### config.mk
export PLATFORM = sky130hd
export DESIGN_NAME = ifetch_unit
export DESIGN_NICKNAME = d
export VERILOG_FILES = /design/src/rtl/mips_pkg.sv /design/src/rtl/pcnext_calc.sv /design/src/rtl/ifetch_unit.sv
export SDC_FILE = /design/constraint.sdc
export NUM_CORES = 1
export LEC_CHECK = 0
export BUFFER_PORTS_ARGS = -buffer_cell sky130_fd_sc_hd__clkbuf_2
export CAP_MARGIN = 20
export CORE_ASPECT_RATIO = 0.9
export CORE_UTILIZATION = 55
export CTS_CLUSTER_DIAMETER = 80
export CTS_CLUSTER_SIZE = 10
export DETAILED_ROUTE_END_ITERATION = 16
export PLACE_DENSITY = 0.84
export SETUP_SLACK_MARGIN = 0.2
export SLEW_MARGIN = 30
export SYNTH_ARGS = -nofsm -noshare
export SYNTH_HDL_FRONTEND = slang
export SYNTH_HIERARCHICAL = 1
export SYNTH_SLANG_ARGS = --single-unit
### constraint.sdc
create_clock -name clk -period 8.95 [get_ports clk]
set_input_delay 1.3425 -clock clk [delete_from_list [all_inputs] [get_ports clk]]
set_output_delay 1.3425 -clock clk [all_outputs]
set_load 0.02 [all_outputs]
### src/rtl/mips_pkg.sv
// Shared types and widths for the MIPS core front end.
package mips_pkg;

    localparam int XLEN    = 32;
    localparam int OP_W    = 6;
    localparam int FUNCT_W = 6;

    typedef enum logic [1:0] {
        FETCH = 2'd0,
        WAIT  = 2'd1,
        HOLD  = 2'd2
    } fetch_state_t;

endpackage

### src/rtl/pcnext_calc.sv
// Next-PC selection for the fetch stage: jump target, branch target or fall-through.
module pcnext_calc
    import mips_pkg::*;
(
    input  logic [XLEN-1:0] pcplus4,
    input  logic [XLEN-1:0] instr,
    input  logic            pcsrc,
    input  logic            jump,
    output logic [XLEN-1:0] pcnext
);

    logic [XLEN-1:0] branchoffset;
    logic            unused_instr_hi;

    assign unused_instr_hi = ^instr[31:26];

    // Jump wins over branch when the controller asserts both.
    always_comb begin
        branchoffset = {{14{instr[15]}}, instr[15:0], 2'b00};
        pcnext       = pcplus4;
        if (jump) begin
            pcnext = {pcplus4[31:28], instr[25:0], 2'b00};
        end else if (pcsrc) begin
            pcnext = pcplus4 + branchoffset;
        end
    end

endmodule

### src/rtl/ifetch_unit.sv
// Instruction-fetch stage: owns the PC, fetches over a req/resp handshake,
// and holds each instruction until the downstream retires it.
module ifetch_unit
    import mips_pkg::*;
#(
    parameter logic [XLEN-1:0] RESET_PC = 32'h0000_0000
) (
    input  logic               clk,
    input  logic               reset_n,
    output logic               imem_req,
    output logic [XLEN-1:0]    imem_addr,
    input  logic               imem_ready,
    input  logic               imem_rvalid,
    input  logic [XLEN-1:0]    imem_rdata,
    output logic [XLEN-1:0]    instr,
    output logic               instr_valid,
    output logic [OP_W-1:0]    op,
    output logic [FUNCT_W-1:0] funct,
    output logic [XLEN-1:0]    pc,
    output logic [XLEN-1:0]    pcplus4,
    input  logic               pcsrc,
    input  logic               jump,
    input  logic               retire,
    output logic [XLEN-1:0]    retired_count
);

    fetch_state_t    state;
    fetch_state_t    statenext;
    logic [XLEN-1:0] pcnext;

    always_ff @(posedge clk or negedge reset_n) begin
        if (!reset_n) begin
            state <= FETCH;
        end else begin
            state <= statenext;
        end
    end

    // Each state only listens to the handshake input that belongs to it.
    always_comb begin
        statenext = state;
        case (state)
            FETCH:   if (imem_ready)  statenext = WAIT;
            WAIT:    if (imem_rvalid) statenext = HOLD;
            HOLD:    if (retire)      statenext = FETCH;
            default: statenext = FETCH;
        endcase
    end

    always_ff @(posedge clk or negedge reset_n) begin
        if (!reset_n) begin
            pc            <= RESET_PC;
            instr         <= '0;
            retired_count <= '0;
        end else begin
            if (state == WAIT && imem_rvalid) begin
                instr <= imem_rdata;
            end
            if (state == HOLD && retire) begin
                pc            <= pcnext;
                retired_count <= retired_count + 32'd1;
            end
        end
    end

    pcnext_calc u_pcnext_calc (
        .pcplus4 (pcplus4),
        .instr   (instr),
        .pcsrc   (pcsrc),
        .jump    (jump),
        .pcnext  (pcnext)
    );

    // Request is suppressed while reset is held so the memory never sees a stray fetch.
    assign imem_req    = reset_n && (state == FETCH);
    assign imem_addr   = pc;
    assign instr_valid = (state == HOLD);
    assign op          = instr[31:26];
    assign funct       = instr[5:0];
    assign pcplus4     = pc + 32'd4;

endmodule

==> impl_metrics.json <==
{
  "layout_common_cells": "clkbuf_2 (211), dfrtp_1 (98), nand2_1 (52)",
  "root_buffer": "clkbuf_16",
  "grt_pass1_wl_um": 31950,
  "num_rows": 39,
  "setup_viol": 0,
  "powerDensity_nw_per_um2": 432.2,
  "finalCritPeriodShare": 0.4930,
  "peakVddDrop_uv": 170.0,
  "fin_tns_setup_ns": 0,
  "hold_path.class": "reg -> reg",
  "synth_area_leaders": "dfrtp_1 (34%), mux2_1 (6.7%), xnor2_1 (6.1%), ha_1 (5.4%), buf_4 (4.8%)",
  "cts_resized": 0,
  "synth_cell_types": 74,
  "synth-seq-cells": 98,
  "hold_slack_ns": 0.4863,
  "routed_wl_um": 20090,
  "vias": 6419,
  "core_um2": 12740,
  "final_antenna_net_count": 0,
  "ys.flop_type": "dfrtp_1",
  "synthArstFlopShare": 1.000,
  "slew_violations": 0,
  "design_area_um2": 8353,
  "fmaxAchievable_mhz": 226.6,
  "grt_start_max_net_pins": 77,
  "syn-instance-count": 739,
  "start_util": 0.5643,
  "tritoncts": "built",
  "numCtsBuffers": 9,
  "maxCapViolCount": 0,
  "wl_per_cell_um": 18.89,
  "worstMarginPinSlew_ns": 1.050,
  "fin_cells": 1064,
  "synth_edf_count": 0,
  "placed_cells": 1049,
  "cts_hold_buf": 0,
  "cts.sinks": 98,
  "hold_viol_final": 0,
  "first_iter_violations": 546,
  "cp-start-kind": "flop",
  "maxSlewHeadroom": 0.2975,
  "drc_errors": 0,
  "path_class": "reg -> reg",
  "register_area_um2": 2452,
  "ys_warn_count": 6,
  "io_buffers": 212,
  "grt_use_total": 0.3044,
  "vias_per_cell": 6.033,
  "place_area_um2": 8041,
  "cts.clk_slew.worst_paths_ns": 0.07,
  "place_congestion": 1.009,
  "netlist.area_leader.share": 0.3412,
  "finalNetCount": 967,
  "diodes": 0,
  "leakage_nw": 4.088,
  "ctsLongestPathBuffers": 2,
  "worstSetupEndpointType": "flop",
  "min_period_ns": 4.412,
  "outcome": "complete, no violations",
  "final_common_cell": "clkbuf_2",
  "synth.largest_area_cell": "dfrtp_1",
  "yosysSeqAreaShare": 0.3412,
  "cts_setup_buffers": 0,
  "drive_gt1_frac": 0.3100,
  "htree_levels": 3,
  "multi_input_area_um2": 4239,
  "required_ns": 9.18,
  "grt_antenna_before_repair": 0,
  "io-pin-count": 213,
  "grt-ovfl-total": 0,
  "clk_latency_ns": 0.35,
  "path_max_fanout": 8,
  "clock_skew_ns": 0.004837,
  "dp_hpwl_um": 15110,
  "syn_nets": 810,
  "drt-pass1-iter-count": 5,
  "arrival_ns": 4.65,
  "nFillCells": 1043,
  "die_h_um": 110.4,
  "die_x_um": 122.5,
  "rsz0062_at_grt": "no",
  "grt_pass1_vias": 5845,
  "syn_to_final_growth_pct": 16.23,
  "synth_area_um2": 7187,
  "avgSynthCellArea_um2": 9.725,
  "finish.utilization": 0.6559,
  "die-area_um2": 13530
}
==> state kept, by name, indices dropped and copies added (netlist names) <==
| signal | flops |
|---|---|
| retired_count | 32 |
| instr | 32 |
| state | 2 |
| imem_addr | 32 |
==> critical path, stage by stage (launching register included) <==
cell      delay [ns]
dfrtp_1         0.45
ha_1            0.22
nand3_1         0.21
nor4_4          0.49
nand2_1         0.14
xnor2_1         0.35
ha_1            0.37
a21oi_1         0.27
o21ai_1         0.16
nor3_1          0.27
a211oi_2        0.12
o41ai_1         0.65
or4b_1          0.22
nand3_1         0.08
mux2_1          0.29
==> per-layer routing <==
layer / vias up / routed length, µm / GRT usage
li1: 2966 / - / -
met2: 309 / 8966 / 0.4479
met5: - / 0 / 0
met3: 38 / 1626 / 0.05372
met4: 0 / 478 / 0.09187
met1: 3106 / 9022 / 0.4521
==> power breakdown <==
group | switching (mW) | total [mW] | internal, mW
Clock | 0.177 | 0.402 | 0.225
Sequential | 0.266 | 0.855 | 0.590
Combinational | 1.46 | 2.35 | 0.892
==> through the flow <==
step | setup WS, ns | power [mW]
2_1_floorplan | 4.930 | 2.588
3_3_place_gp | 4.846 | 3.123
3_5_place_dp | 4.746 | 3.160
4_1_cts | 4.675 | 3.576
5_1_grt | 4.087 | 3.831
6_report | 4.538 | 3.610
==> worst paths after layout <==
check | startpoint | end | slack (ns) | depth (start not counted)
setup / recovery | imem_addr[2] | imem_addr[27] | 4.54 | 14
hold / removal | retired_count[31] | retired_count[31] | 0.49 | 1
setup reg to reg | imem_addr[2] | imem_addr[27] | 4.54 | 14
hold reg to reg | retired_count[31] | retired_count[31] | 0.49 | 1
max in group asynchronous | reset_n | instr[28] | 7.06 | 2
min in group asynchronous | reset_n | instr[10] | 0.90 | 1
==> layout make-up <==
type / count / share of cell area
multi-input cells: 555 / 0.5075
flip-flops and latches: 98 / 0.2936
repair buffers: 215 / 0.1305
clock buffers: 10 / 0.02861
well taps: 164 / 0.02457
clock inverters: 5 / 0.007639
inverters: 17 / 0.007639
==> cells in the mapped netlist (all sizes together) (3+ instances only) <==
cell type and count:
ha 31, nand2b 4, nor3 12, buf 53, mux2 65, inv 17, nor4 10, dfrtp 98
nand3 32, nand4b 3, a211oi 8, and3 9, nor2b 9, xnor2 50, mux2i 10, nand2 53
o31ai 5, nor3b 4, o21a 7, clkbuf 16, and4 6, nand4 27, and2 3, o21bai 3
a22oi 11, o21ai 40, a31oi 5, xor2 29, nor4b 3, a21o 13, or3 3, nor2 36
a21oi 35
==> logic make-up (layout without fill, tap and decap cells) <==
family	count (synthesis)	in the layout	synth area share
fa+ha+maj	32	32	0.05675
buf+inv	86	247	0.06999
flops	98	98	0.3412
xor+xnor	79	79	0.09627
simple gates	223	223	0.1800
compound gates	146	146	0.1400
mux	75	75	0.1158
Power figures use the tool's default switching activity.
